$ cat src/rtl/apb_arbiter_pkg.sv
// ---------------------------------------------------------------------------
// apb_arbiter_pkg
//   Shared definitions for the two-requester APB arbiter.
//   - apb_arb_state_e : arbiter FSM states
//   - APB_ARB_DATA_W  : default address/data width
//   - APB_ARB_MAX_LOCK: default limit on consecutive grants to a locked owner
// ---------------------------------------------------------------------------
package apb_arbiter_pkg;

    localparam int APB_ARB_DATA_W   = 32;
    localparam int APB_ARB_MAX_LOCK = 4;

    typedef enum logic [2:0] {
        IDLE     = 3'd0,
        ISSUE    = 3'd1,
        SETUP_W  = 3'd2,
        ACCESS_W = 3'd3,
        DONE     = 3'd4
    } apb_arb_state_e;

endpackage

$ cat src/rtl/apb_arb_rr.sv
// ---------------------------------------------------------------------------
// apb_arb_rr
//   Two-input round-robin pick. A lone requester wins outright. On a tie the
//   requester that was not granted last wins, unless lock_keep asks for the
//   previous owner to be granted again.
//
// Ports
//   req0, req1 : request lines
//   last_gnt   : requester granted by the previous completed transfer
//   lock_keep  : tie goes to last_gnt instead of the other requester
//   valid      : at least one request present
//   gnt        : index of the winning requester
// ---------------------------------------------------------------------------
module apb_arb_rr
    import apb_arbiter_pkg::*;
(
    input  logic req0,
    input  logic req1,
    input  logic last_gnt,
    input  logic lock_keep,
    output logic valid,
    output logic gnt
);

    always_comb begin
        valid = req0 | req1;
        gnt   = 1'b0;
        if (req0 && req1) begin
            gnt = lock_keep ? last_gnt : ~last_gnt;
        end else if (req1) begin
            gnt = 1'b1;
        end
    end

endmodule

$ cat src/rtl/apb_arbiter.sv
// ---------------------------------------------------------------------------
// apb_arbiter
//   Shares one APB master between two requesters. A granted requester gets a
//   one-cycle transfer trigger, the arbiter then waits out the master's setup
//   phase and the slave's access phase, captures the read data and returns a
//   one-cycle done pulse to the owner.
//
//   Optional feature macro: APB_ARB_LOCK_EN
//     defined   : an owner holding lock keeps winning ties, up to MAX_LOCK
//                 consecutive grants
//     undefined : lock0/lock1 are ignored, pure round-robin
//
// Parameters
//   DATA_W   : address/data width
//   MAX_LOCK : max consecutive grants to a locked requester
//
// Ports
//   PCLK, PRESET           : clock, asynchronous active-low reset
//   req0/1, addr0/1,
//   wdata0/1, write0/1,
//   lock0/1                : requester side inputs
//   done0/1                : one-cycle completion pulse per requester
//   rdata_q                : read data captured at the end of the access
//   transfer, addr, wdata,
//   write                  : command to the APB master
//   ready, rdata           : response from the APB master
//   busy                   : arbiter not idle
//   owner                  : current / last granted requester
// ---------------------------------------------------------------------------
module apb_arbiter
    import apb_arbiter_pkg::*;
#(
    parameter int DATA_W   = APB_ARB_DATA_W,
    parameter int MAX_LOCK = APB_ARB_MAX_LOCK
) (
    input  logic              PCLK,
    input  logic              PRESET,
    input  logic              req0,
    input  logic              req1,
    input  logic [DATA_W-1:0] addr0,
    input  logic [DATA_W-1:0] addr1,
    input  logic [DATA_W-1:0] wdata0,
    input  logic [DATA_W-1:0] wdata1,
    input  logic              write0,
    input  logic              write1,
    input  logic              lock0,
    input  logic              lock1,
    output logic              done0,
    output logic              done1,
    output logic [DATA_W-1:0] rdata_q,
    output logic              transfer,
    output logic [DATA_W-1:0] addr,
    output logic [DATA_W-1:0] wdata,
    output logic              write,
    input  logic              ready,
    input  logic [DATA_W-1:0] rdata,
    output logic              busy,
    output logic              owner
);

    apb_arb_state_e state;
    logic           last_gnt;
    logic           lock_keep;
    logic           pick_valid;
    logic           pick_gnt;

`ifdef APB_ARB_LOCK_EN
    // Counter only needs to reach MAX_LOCK-1.
    localparam int LOCK_CNT_W = (MAX_LOCK > 2) ? $clog2(MAX_LOCK) : 1;

    logic [LOCK_CNT_W-1:0] lock_cnt;
    logic                  owner_lock;

    assign owner_lock = owner ? lock1 : lock0;
    // A nonzero count means the last DONE granted the owner another turn.
    assign lock_keep  = (lock_cnt != '0);
`else
    logic unused_lock;

    assign unused_lock = lock0 ^ lock1 ^ (MAX_LOCK == 0);
    assign lock_keep   = 1'b0;
`endif

    apb_arb_rr u_rr (
        .req0      (req0),
        .req1      (req1),
        .last_gnt  (last_gnt),
        .lock_keep (lock_keep),
        .valid     (pick_valid),
        .gnt       (pick_gnt)
    );

    // Command to the APB master follows the owner's inputs directly.
    assign addr  = owner ? addr1  : addr0;
    assign wdata = owner ? wdata1 : wdata0;
    assign write = owner ? write1 : write0;

    // Arbiter FSM. transfer, done and busy are registered so that they change
    // on the same edge as the state they belong to. ready is only looked at in
    // ACCESS_W; during ISSUE/SETUP_W it does not refer to this transfer yet.
    always_ff @(posedge PCLK or negedge PRESET) begin
        if (!PRESET) begin
            state    <= IDLE;
            owner    <= 1'b0;
            last_gnt <= 1'b1;
            transfer <= 1'b0;
            done0    <= 1'b0;
            done1    <= 1'b0;
            busy     <= 1'b0;
            rdata_q  <= '0;
`ifdef APB_ARB_LOCK_EN
            lock_cnt <= '0;
`endif
        end else begin
            transfer <= 1'b0;
            done0    <= 1'b0;
            done1    <= 1'b0;
            case (state)
                IDLE: begin
                    if (pick_valid) begin
                        owner    <= pick_gnt;
                        transfer <= 1'b1;
                        busy     <= 1'b1;
                        state    <= ISSUE;
                    end
                end
                ISSUE: begin
                    state <= SETUP_W;
                end
                SETUP_W: begin
                    state <= ACCESS_W;
                end
                ACCESS_W: begin
                    if (ready) begin
                        rdata_q <= rdata;
                        done0   <= ~owner;
                        done1   <= owner;
                        state   <= DONE;
                    end
                end
                DONE: begin
                    last_gnt <= owner;
                    busy     <= 1'b0;
                    state    <= IDLE;
`ifdef APB_ARB_LOCK_EN
                    if (owner_lock && (int'(lock_cnt) < MAX_LOCK - 1)) begin
                        lock_cnt <= lock_cnt + 1'b1;
                    end else begin
                        lock_cnt <= '0;
                    end
`endif
                end
                default: begin
                    busy  <= 1'b0;
                    state <= IDLE;
                end
            endcase
        end
    end

endmodule

$ cat config.mk
export PLATFORM = sky130hd
export DESIGN_NAME = apb_arbiter
export DESIGN_NICKNAME = d
export VERILOG_FILES = /design/src/rtl/apb_arbiter_pkg.sv /design/src/rtl/apb_arb_rr.sv /design/src/rtl/apb_arbiter.sv
export SDC_FILE = /design/constraint.sdc
export NUM_CORES = 1
export LEC_CHECK = 0
export CAP_MARGIN = 15
export CORE_MARGIN = 8
export CORE_UTILIZATION = 26
export DETAILED_ROUTE_END_ITERATION = 7
export MAX_ROUTING_LAYER = met4
export PLACE_DENSITY_LB_ADDON = 0.12
export SYNTH_ARGS = -nofsm -noshare
export SYNTH_HDL_FRONTEND = slang
export SYNTH_SLANG_ARGS = --single-unit
$ cat constraint.sdc
create_clock -name PCLK -period 1.35 [get_ports PCLK]
set_clock_uncertainty 0.1 [all_clocks]
set_input_delay 0.135 -clock PCLK [delete_from_list [all_inputs] [get_ports PCLK]]
set_output_delay 0.135 -clock PCLK [all_outputs]
set_load 0.005 [all_outputs]
### Word level (Yosys, flattened, before mapping)

Cells that the tools add are included.

* bits in registers: 41
* input port bits: 169
* logic and storage cells: 41

* equal/unequal tests: 6
* mux-type cells: 16
* bitwise logic cells: 4
* reductions and logical operators: 7

Operator list (number)
* $mux 32: 2
* $pmux 3 s4: 1
* $mux 1: 10
* $reduce_and 2->1: 4
* $eq 3x2->1 const B: 2
* $mux 3: 2
* $ne 2x2->1 const B: 2
* $eq 3x1->1 const B: 1
* $eq 3x3->1 const B: 1
* $logic_not 3->1: 1
* $not 1->1: 3
* $reduce_or 3->1: 1
* $pmux 1 s2: 1
* $logic_and 1x1->1: 1
* $or 1x1->1: 1

### Longest topological paths before layout

Gate-level depths: netlist (run 1).

* word-level depth: 4
* mapped depth: 5

### Hierarchy

Synthesis (run 1) repeated with hierarchy kept, for this count alone.

* cells, all modules: 171
* area total of the unflattened synthesis: 2357.3 um^2

Modules (own cells, without submodules)
* apb_arbiter: times used 1, cells each 168, area each 2334.7 um^2, sequential area each 1027.2 um^2
* apb_arb_rr: times used 1, cells each 3, area each 22.5 um^2, sequential area each 0.0 um^2

### Worst setup path after synthesis (run 1)

OpenSTA, ideal clock, no wires.

* path type: register to output
* from: register owner
* to: output wdata[24]
* arrival time: 1.218 ns
* slack: -0.103 ns
* stages on the path, launching flop included: 5
* buffers on the path: 3
* cell sequence: dfrtp_1 clkbuf_1 buf_4 buf_2 mux2_2

* longest elaborated chain between the ends: 1

RTL lines
* start: declaration: RTL line apb_arbiter.sv:58 `output logic owner`
* start signal: assignment: RTL line apb_arbiter.sv:121 `owner <= pick_gnt;`
* $mux 32: RTL line apb_arbiter.sv:95 `assign wdata = owner ? wdata1 : wdata0;`
* end: declaration: RTL line apb_arbiter.sv:53 `output logic [DATA_W-1:0] wdata,`

No other way between the ends.

### Worst setup path in the final report (run 1)

* from: register owner
* to: output addr[5]

* longest elaborated chain between the ends: 1

RTL lines
* $mux 32: RTL line apb_arbiter.sv:94 `assign addr = owner ? addr1 : addr0;`
* end: declaration: RTL line apb_arbiter.sv:52 `output logic [DATA_W-1:0] addr,`

No other way between the ends.

==> results of run 1 <==
cell families after synthesis:
group	after synthesis	synth area share, %
multiplexers	98	48.9
AO/OA/AOI/OAI	8	2.49
AND/OR/NAND/NOR	9	2.79
buffers and inverters	15	4.06
flip-flops	41	41.7
metal layers:
layer	up-vias	track usage [%]	share of wire, %
met5	-	-	0
met4	0	4.26	1.6
met3	14	6.98	9.1
met2	136	35.0	51
met1	1272	20.7	38
li1	1212	-	-
sequential cells by signal (all words and copies together), names as in the netlist:
register / cells
busy: 1
done0: 1
done1: 1
last_gnt: 1
owner: 1
rdata_q: 32
state: 3
transfer: 1
what timing repair did:
action | 4_1_cts | 5_1_grt
hold buffers | 1 | 0
setup endpoints to repair | 102 | 98
hold endpoints to repair | 41 | 0
setup buffers | 15 | 0
gates resized for setup | 336 | 48
cloned | 6 | 0
power breakdown:
group	switching (uW)	total, uW	leakage [uW]	internal [uW]
Clock	417	1150	0.0000681	734
Sequential	341	2190	0.000488	1850
Combinational	2340	7110	0.00218	4770
stage by stage:
step / area, sq um / total power, uW / utilization (%) / hold WS, ns / setup TNS (ns)
finish: 5880 / 10500 / 63.9 / 0.186 / -24.14
floorplan: 2470 / 4910 / - / -0.261 / -0.334
detailed placement: 5370 / 8440 / 58.4 / -0.0247 / -27.89
global route: 5880 / 11000 / 63.9 / 0.217 / -28.07
CTS: 5720 / 10300 / 62.2 / 0.182 / -26.43
global placement: 5370 / 8400 / 58.4 / -0.0188 / -27.16
cell usage in the layout (no fill, tap or decap), drive strengths merged:
cell type / instances
clkdlybuf4s50: 165
mux2: 98
buf: 88
dfrtp: 40
dlygate4sd2: 38
clkbuf: 8
clkdlybuf4s15: 5
nor2: 3
inv: 2
o21bai: 2
bufinv: 2
diode: 1
nor3: 1
nor2b: 1
nand4b: 1
a31oi: 1
a21bo: 1
a21oi: 1
a21boi: 1
nor4b: 1
o2bb2ai: 1
nor3b: 1
nand2b: 1
o41ai: 1
clkinv: 1
dlygate4sd3: 1
dfstp: 1
worst paths after layout:
path | from | end | slack, ns | cells past startpoint
max in group asynchronous | PRESET | rdata_q[12]$_DFFE_PN0P_ | 0.49 | 3
min | PRESET | rdata_q[17]$_DFFE_PN0P_ | 0.19 | 2
max reg2reg | state[2]$_DFFE_PN0P_ | rdata_q[27]$_DFFE_PN0P_ | 0.01 | 3
min reg2reg | rdata_q[7]$_DFFE_PN0P_ | rdata_q[7]$_DFFE_PN0P_ | 0.40 | 1
max | owner$_DFFE_PN0P_ | addr[5] | -0.45 | 5
min in group PCLK | rdata[4] | rdata_q[4]$_DFFE_PN0P_ | 0.35 | 2
area by class of cell:
cell class              instances  area [sq um]
inverters                       2          7.51
multi-input cells             115          1470
clock buffers                   5          68.8
diodes                          1          2.50
repair buffers                300          3100
clock inverters                 3          65.1
fillers                       727          3320
flip-flops and latches         41          1030
well taps                     111           139
worst register-to-register path, cell delays in order, from the launching register on:
cell	delay (ns)
dfrtp_1	0.38
nand4b_4	0.24
buf_12	0.20
mux2_4	0.30
==> results.py, run 1 <==
metrics = {
    "synthesis": {
        "synth-seq-area-share_pct": 41.7,
        "ys_seq_elements": 41,
        "synthArstFlopShare_pct": 100,
        "syn_inst": 171,
        "synth_ff_type": "dfrtp_1",
        "synth.area.top_cells": "dfrtp_1, mux2_2, mux2_4",
        "synth_nets": 340,
        "synth_top_area_share_pct": 40.7,
        "synth_warnings": 0,
        "post-synth-top-area-cell": "dfrtp_1",
        "syn_area_per_cell_sq_um": 14.4,
        "synth_edf_count": 0,
        "synth_most_common_cell": "mux2_2",
        "synth.cell_area_sq_um": 2460,
        "synth_cell_types": 23,
        "yosys-top-cells-count": "mux2_2, dfrtp_1, mux2_4",
    },
    "placed_design": {
        "hpwl_um": 10400,
        "dp_cells": 550,
        "io_buffers": 268,
        "place_ws_ns": -0.379,
        "place_congestion": 0.895,
    },
    "worst_setup_path": {
        "crit_chain": "buf_6 > buf_12 > buf_6 > mux2_4 > buf_6",
        "crit_buf_inv": 4,
        "max_stage_delay_ns": 0.45,
        "cp_top_family": "buffers and inverters",
        "path_common_cell": "buf_6",
        "worst_setup_path_end_kind": "output pin",
        "cp_max_fo": 7,
        "criticalPathCategory": "register to output pin",
        "worstPathRequired_ns": 1.12,
        "cp.arrival_ns": 1.56,
        "crit_path_start_kind": "register",
        "crit_slowest_cell": "dfrtp_2",
    },
    "cts": {
        "cts_buffer_depth": 2,
        "cts_made_buffers": 5,
        "clk_pin_slew_ns": 0.08,
        "worstSkewPairLatency_ns": 0.29,
        "h-tree-depth": 2,
        "cts.sinks": 41,
        "cts_root_buf": "clkbuf_8",
        "cts_tree": "built",
    },
    "sta": {
        "period_needed_ns": 1.80,
        "hold_violations": 0,
        "slew_headroom_pct": 73.8,
        "layout_setup_ws_ns": -0.449,
        "timing.final.crit_share_pct": 133,
        "tightest_slew_ns": 0.393,
        "maxSlewViolCount": 0,
        "max_freq_ghz": 0.556,
        "setup-violations-final": 66,
        "rsz0062_at_grt": "yes",
    },
    "run_status": {
        "outcome": "complete, but fails checks",
        "failed_checks": "negative setup slack",
    },
    "detailed_routing": {
        "ant_nets": 0,
        "wirelength_um": 13200,
        "num_vias": 2634,
        "drtIter0Drc": 110,
        "drc": 0,
        "dr.pass1.iters": 4,
        "wire_per_inst_um": 22.8,
        "viasPerCell": 4.56,
    },
    "global_route": {
        "grt-ovfl-total": 0,
        "grt_pass1_vias": 2894,
        "grtUsageTotal_pct": 19.8,
        "antenna_found_initial": 1,
        "grt_first_pass_wirelength_um": 18900,
        "grt_max_degree": 27,
    },
    "die": {
        "start_util_pct": 26.8,
        "ioPinCount": 271,
        "row_count": 35,
        "die_h_um": 113,
        "dieWidth_um": 113,
        "die_area_sq_um": 12800,
        "fp.coreArea_sq_um": 9200,
    },
    "run": {
        "maxCapViolCount": 0,
    },
    "hold_path": {
        "hold_path.class": "primary input to async pin",
    },
    "finish": {
        "finalNonFillerCells": 578,
        "drive_above_1_share_pct": 44.6,
        "areaGrowthSynthToFinish_pct": 139,
        "layout.nets": 634,
    },
    "pwr": {
        "ir_drop_uv": 1100,
        "total_leakage_power_uw": 0.00274,
        "power.density_nw_per_um2": 1780,
    },
}
Power figures use the tool's default switching activity.
==> run 2: changes to the inputs <==
- CAP_MARGIN: 15 -> 20
==> results of run 2 <==
No change in the layout: final DEF, timing and power equal those of run 1.
==> run 3: changes to the inputs <==
- HOLD_SLACK_MARGIN: not set -> 0.06
==> results of run 3 <==
No change in the layout: final DEF, timing and power equal those of run 1.
